[config.mk]
export PLATFORM = sky130hd
export DESIGN_NAME = stopwatch_ctrl
export DESIGN_NICKNAME = d
export VERILOG_FILES = /design/src/rtl/stopwatch_pkg.sv /design/src/rtl/bcd_digit.sv /design/src/rtl/stopwatch_ctrl.sv
export SDC_FILE = /design/constraint.sdc
export NUM_CORES = 1
export LEC_CHECK = 0
export ABC_CLOCK_PERIOD_IN_PS = 2800
export CAP_MARGIN = 10
export CORE_MARGIN = 2
export CORE_UTILIZATION = 58
export CTS_BUF_LIST = sky130_fd_sc_hd__clkbuf_16
export CTS_CLUSTER_SIZE = 25
export DETAILED_ROUTE_END_ITERATION = 6
export PLACE_DENSITY = 0.87
export SLEW_MARGIN = 30
export SYNTH_ARGS = -nofsm -noshare
export SYNTH_HDL_FRONTEND = slang
export SYNTH_SLANG_ARGS = --single-unit
[constraint.sdc]
create_clock -name clk -period 2.8 [get_ports clk]
set_clock_uncertainty 0.1 [all_clocks]
set_input_delay 0.7 -clock clk [delete_from_list [all_inputs] [get_ports clk]]
set_output_delay 0.7 -clock clk [all_outputs]
set_load 0.05 [all_outputs]
[src/rtl/stopwatch_pkg.sv]
// Shared definitions for the stopwatch controller and its BCD digit chain.
// Holds the 2-bit FSM encoding, the top BCD digit value and a state decode helper.
// Pure declarations; no logic or timing of its own.
package stopwatch_pkg;

   typedef enum logic [1:0] {
      ST_IDLE     = 2'd0,
      ST_RUN      = 2'd1,
      ST_PAUSE    = 2'd2,
      ST_LAP_HOLD = 2'd3
   } sw_state_e;

   localparam logic [3:0] BCD_MAX = 4'd9;

   // The prescaler and digit chain advance only in these two states.
   function automatic logic is_counting(input sw_state_e s);
      return (s == ST_RUN) || (s == ST_LAP_HOLD);
   endfunction

endpackage

[src/rtl/bcd_digit.sv]
// One decimal digit of the stopwatch count, 0..9 with wrap.
// Value updates on the clock edge after inc; carry is combinational from value and inc.
// clr wins over inc; reset_n is synchronous and active low.
module bcd_digit
   import stopwatch_pkg::*;
(
   input  logic       clk,
   input  logic       reset_n,
   input  logic       clr,
   input  logic       inc,
   output logic [3:0] value,
   output logic       carry
);

   logic [3:0] value_q;
   logic [3:0] value_d;

   // Next digit value: clear, wrap at 9, or plain increment.
   always_comb begin
      value_d = value_q;
      if (clr) begin
         value_d = 4'd0;
      end else if (inc) begin
         value_d = (value_q == BCD_MAX) ? 4'd0 : value_q + 4'd1;
      end
   end

   // Digit register with synchronous reset.
   always_ff @(posedge clk) begin
      if (!reset_n) begin
         value_q <= 4'd0;
      end else begin
         value_q <= value_d;
      end
   end

   assign value = value_q;
   assign carry = (value_q == BCD_MAX) && inc;

endmodule

[src/rtl/stopwatch_ctrl.sv]
// Stopwatch: start/pause, lap freeze and clear over an NDIG-digit BCD count.
// Digit 0 advances every PRESCALE cycles while counting; first increment is visible PRESCALE+1 cycles after start.
// Commands are single-cycle pulses, resolved by priority clear > start_stop > lap; no backpressure.
module stopwatch_ctrl
   import stopwatch_pkg::*;
#(
   parameter int PRESCALE = 10,
   parameter int NDIG     = 4
) (
   input  logic              clk,
   input  logic              reset_n,
   input  logic              start_stop,
   input  logic              lap,
   input  logic              clear,
   output logic [4*NDIG-1:0] time_bcd,
   output logic              running,
   output logic              lapped,
   output logic              overflow
);

   localparam int            PW         = (PRESCALE > 1) ? $clog2(PRESCALE) : 1;
   localparam logic [PW-1:0] PRESC_LAST = PW'(PRESCALE - 1);

   sw_state_e          state_q, state_d;
   logic [PW-1:0]      presc_q, presc_d;
   logic [4*NDIG-1:0]  cap_q, cap_d;
   logic               ovf_q, ovf_d;
   logic               running_q, lapped_q;

   logic               clr_eff;
   logic               cap_load;
   logic               tick;
   logic [NDIG-1:0]    inc;
   logic [NDIG-1:0]    carry;
   logic [4*NDIG-1:0]  digits;

   // Next state from the command pulses; lower-priority pulses in the same cycle are dropped.
   always_comb begin
      state_d  = state_q;
      clr_eff  = 1'b0;
      cap_load = 1'b0;
      case (state_q)
         ST_IDLE: begin
            if (clear) begin
               clr_eff = 1'b1;
            end else if (start_stop) begin
               state_d = ST_RUN;
            end
         end
         ST_RUN: begin
            if (start_stop) begin
               state_d = ST_PAUSE;
            end else if (lap) begin
               state_d  = ST_LAP_HOLD;
               cap_load = 1'b1;
            end
         end
         ST_LAP_HOLD: begin
            if (start_stop) begin
               state_d = ST_PAUSE;
            end else if (lap) begin
               state_d = ST_RUN;
            end
         end
         ST_PAUSE: begin
            if (clear) begin
               state_d = ST_IDLE;
               clr_eff = 1'b1;
            end else if (start_stop) begin
               state_d = ST_RUN;
            end
         end
         default: state_d = ST_IDLE;
      endcase
   end

   assign tick = is_counting(state_q) && (presc_q == PRESC_LAST);

   // Prescaler, lap capture and sticky overflow next values.
   always_comb begin
      presc_d = presc_q;
      cap_d   = cap_q;
      ovf_d   = ovf_q | carry[NDIG-1];
      if (clr_eff || state_q == ST_IDLE) begin
         presc_d = '0;
      end else if (is_counting(state_q)) begin
         presc_d = tick ? '0 : presc_q + PW'(1);
      end
      if (clr_eff) begin
         cap_d = '0;
         ovf_d = 1'b0;
      end else if (cap_load) begin
         cap_d = digits;
      end
   end

   // Control registers; reset also drops any captured lap value.
   always_ff @(posedge clk) begin
      if (!reset_n) begin
         state_q   <= ST_IDLE;
         presc_q   <= '0;
         cap_q     <= '0;
         ovf_q     <= 1'b0;
         running_q <= 1'b0;
         lapped_q  <= 1'b0;
      end else begin
         state_q   <= state_d;
         presc_q   <= presc_d;
         cap_q     <= cap_d;
         ovf_q     <= ovf_d;
         running_q <= is_counting(state_d);
         lapped_q  <= (state_d == ST_LAP_HOLD);
      end
   end

   // Ripple-enable chain: digit k advances when tick and all lower digits are at 9.
   assign inc = NDIG'({carry, tick});

   for (genvar g = 0; g < NDIG; g++) begin : g_digit
      bcd_digit u_digit (
         .clk     (clk),
         .reset_n (reset_n),
         .clr     (clr_eff),
         .inc     (inc[g]),
         .value   (digits[4*g +: 4]),
         .carry   (carry[g])
      );
   end

   // Display selects between two registers under a registered flag, so it never glitches.
   assign time_bcd = lapped_q ? cap_q : digits;
   assign running  = running_q;
   assign lapped   = lapped_q;
   assign overflow = ovf_q;

endmodule

==> metrics.md <==
| Metric | Value |
|---|---|
| CTS tree | `yes` |
| Seq/Total Area, Yosys | `42.6%` |
| Area grow syn2layout | `20.3%` |
| DP Worst Slack | `0.424 ns` |
| Die ar. | `0.00380 sq mm` |
| Number of core rows | `20` |
| Hold buffer count at CTS | `0` |
| Die Width | `61.6 microns` |
| Cell Count, Final, Fillers Out | `300` |
| Worst VDD drop | `0.338 mV` |
| Setup crit start kind | `flip-flop` |
| CP Cell Sequence | `buf_4 > mux2_2 > buf_4` |
| Max Cap Violations | `0` |
| Slew Viols, Final | `0` |
| Adder-cell share of the synthesized area | `1.30%` |
| Unrepaired setup endpoints after global routing | `false` |
| First-pass GRT wire length | `6590 microns` |
| Hold Vio Cnt, Final | `0` |
| Final period util | `87.9%` |
| Clock Tree Buf Depth | `2` |
| YS warnings | `0` |
| Slowest cell on crit path | `dfxtp_1` |
| Largest family of logic cells by synthesized area | `simple AND/OR/NAND/NOR gates` |
| Crit-path max cell delay | `0.53 ns` |
| Worst EP required | `2.00 ns` |
| Synth Instances | `232` |
| Post-CTS sizing | `0` |
| N_diodes | `0` |
| Routed Antenna Nets | `0` |
| Flops & latches, synth | `41` |
| Setup CP Type | `flip-flop to primary output` |
| Setup TNS | `0 ns` |
| H-tree levels | `2` |
| CTS Root Cell | `clkbuf_16` |
| CP most frequent cell | `buf_4` |
| Critical Path Fanout Max | `12` |
| Gr usage total | `24.4%` |
| DR pass1 iterations | `4` |
| Max Clk Rate | `0.406 GHz` |
| Synth Flop Type | `dfxtp_1` |
| Share of cells above drive strength 1 | `17.6%` |
| Synth Area in Simple Gates | `26.0%` |
| Met2 WL | `1910 microns` |
| Cell total after placement | `292` |
| Worst slew pin tran | `0.604 ns` |
| Post-layout min period | `2.46 ns` |
| Final nets | `262` |
| Clk sinks | `41` |
| Mux cell area share after synthesis | `8.12%` |
| Compound-cell area share of the yosys netlist | `15.2%` |
| Post-CTS Setup Inserts | `0` |
| Synth Area in XOR/XNOR | `2.73%` |
| Hold Crit Class | `flip-flop to flip-flop` |
| CP endpoint kind | `primary output` |
| PD cells | `552 mW/mm^2` |
| EDFF count, synth | `0` |
| Input/output buffers | `23` |
| Core ar. | `0.00310 sq mm` |
| Outcome | `finished clean` |
| Post-Syn Nets | `239` |
| Finish-stage setup viols | `0` |
| Residual DRC | `0` |
| Initial drt markers | `65` |
| Vias in the first global route | `1496` |
| FFs w/ async S/R, synth | `0%` |
| # IOs | `24` |
| Fin worst setup slack | `0.339 ns` |
| Via density | `5.55` |
| Syn Std Cell Area | `0.00193 sq mm` |
| CTS clock-pin slew for the worst setup and hold paths | `0.06 ns` |
| CP arrival | `1.66 ns` |
| Total grt overflow | `0` |
| Layout fillers | `266` |
| Synth unique cells | `37` |
| Detailed-route wire length per cell | `13.5 microns` |
| DRT met1 WL | `1820 microns` |
| Clk Latency, worst-skew pair | `0.29 ns` |
| TritonCTS Buffers | `5` |
| DR WL met3 | `222 microns` |
| Placed cell area | `0.00215 sq mm` |
| Highest routed layer | `met4` |
| Detailed-placement wirelength estimate | `2590 microns` |
| Final wirelength | `4050 microns` |
| DIE HEIGHT | `61.6 microns` |
| Post-Layout Inst Area | `0.00232 sq mm` |
| Mapped Avg Cell Area | `8.30 sq um` |
| Initial Util | `62.1%` |
| Max transition margin | `59.8%` |
| Static leakage | `0.837 nW` |
| Largest net degree at the start of global routing | `28` |
| Vias | `1666` |
| Antenna violations before repair | `0` |
| GPL Wtd Cong | `0.746` |
-- kinds of logic after synthesis --
family | after synthesis
adder cells (fa/ha/maj) | 2
XOR/XNOR | 6
buffers and inverters | 18
multiplexers | 14
AND/OR/NAND/NOR | 97
AO/OA/AOI/OAI | 54
flip-flops | 41
-- power breakdown --
| group | switching (W) | internal (W) |
|---|---|---|
| clock network | 0.000223 | 0.000414 |
| logic | 0.0000348 | 0.0000190 |
| registers | 0.00000282 | 0.000587 |
-- synthesized netlist by cell type, drive strengths merged, types with 2 or more instances --
library cell,count,area share [%]
a21boi,2,0.78
a21oi,29,7.5
a31oi,3,0.97
and3,2,0.65
and4b,2,1.0
and4bb,2,1.5
buf,4,1.3
clkbuf,8,1.6
dfxtp,41,43
ha,2,1.3
inv,6,1.2
mux2,13,7.6
nand2,45,8.8
nand2b,3,0.97
nand3,4,1.3
nand3b,2,0.78
nand4,3,0.97
nor2,11,2.1
nor2b,7,2.3
nor3,3,0.78
o21a,2,0.78
o21ai,15,3.9
or3,7,2.3
or4,2,0.78
xnor2,2,0.91
xor2,4,1.8
-- final timing paths --
check	to	slack, ns	cells after the start	from
min reg2reg	cap_q[7]	0.35	2	cap_q[7]
max	time_bcd[2]	0.34	3	lapped
max reg2reg	g_digit[2].u_digit.value[1]	0.83	6	presc_q[0]
min	cap_q[7]	0.35	2	cap_q[7]
-- area by class of cell --
class / instances / area (sq um) / share of cell area (%)
Inverter: 6 / 22.5 / 0.972
Timing Repair Buffer: 28 / 225 / 9.72
Multi-Input combinational cell: 173 / 1030 / 44.5
Clock inverter: 3 / 37.5 / 1.62
Sequential cell: 41 / 821 / 35.4
Clock buffer: 5 / 125 / 5.40
Tap cell: 44 / 55.1 / 2.38
-- registers in the layout (all words and copies together) (netlist names) --
signal and count:
cap_q 16, g_digit.u_digit.value 16, presc_q 4, state_q 2, lapped 1, overflow 1, running 1
-- worst max-delay path, delay by kind of cell, from the launching register on --
kind     cells  cell delay (ns)
mux          1             0.36
flops        1             0.53
buf+inv      2             0.48
-- layer usage --
metal / up-vias / track usage [%]
met1: 777 / 29.1
met4: 0 / 11.6
li1: 844 / -
met3: 8 / 8.61
met2: 37 / 39.2
met5: - / 0
-- layout by cell type, fill, tap and decap left out, types with 2 or more instances in the layout --
cell,count
or4_1,2
or3_1,7
nor3_1,3
inv_1,7
a31oi_1,3
o21ai_0,14
nand4_1,3
clkdlybuf4s50_1,6
xnor2_1,2
nand3b_1,2
nand3_1,3
and4b_1,2
nor2_1,11
a21boi_0,2
nand2b_1,3
xor2_1,4
o21a_1,2
dfxtp_1,41
nand2_1,45
buf_4,22
and3_1,2
mux2_2,13
nor2b_1,7
clkbuf_16,5
ha_1,2
a21oi_1,29
-- through the flow --
stage | hold slack, ns | utilization (%) | total power (W)
floorplan | 0.333 | - | 0.000635
global placement | 0.339 | 69.4 | 0.000654
detailed placement | 0.346 | 69.4 | 0.000655
CTS | 0.355 | 74.7 | 0.00128
global route | 0.381 | 74.7 | 0.00132
finish | 0.353 | 74.7 | 0.00128
No activity file was read; power rests on OpenSTA's default activity.
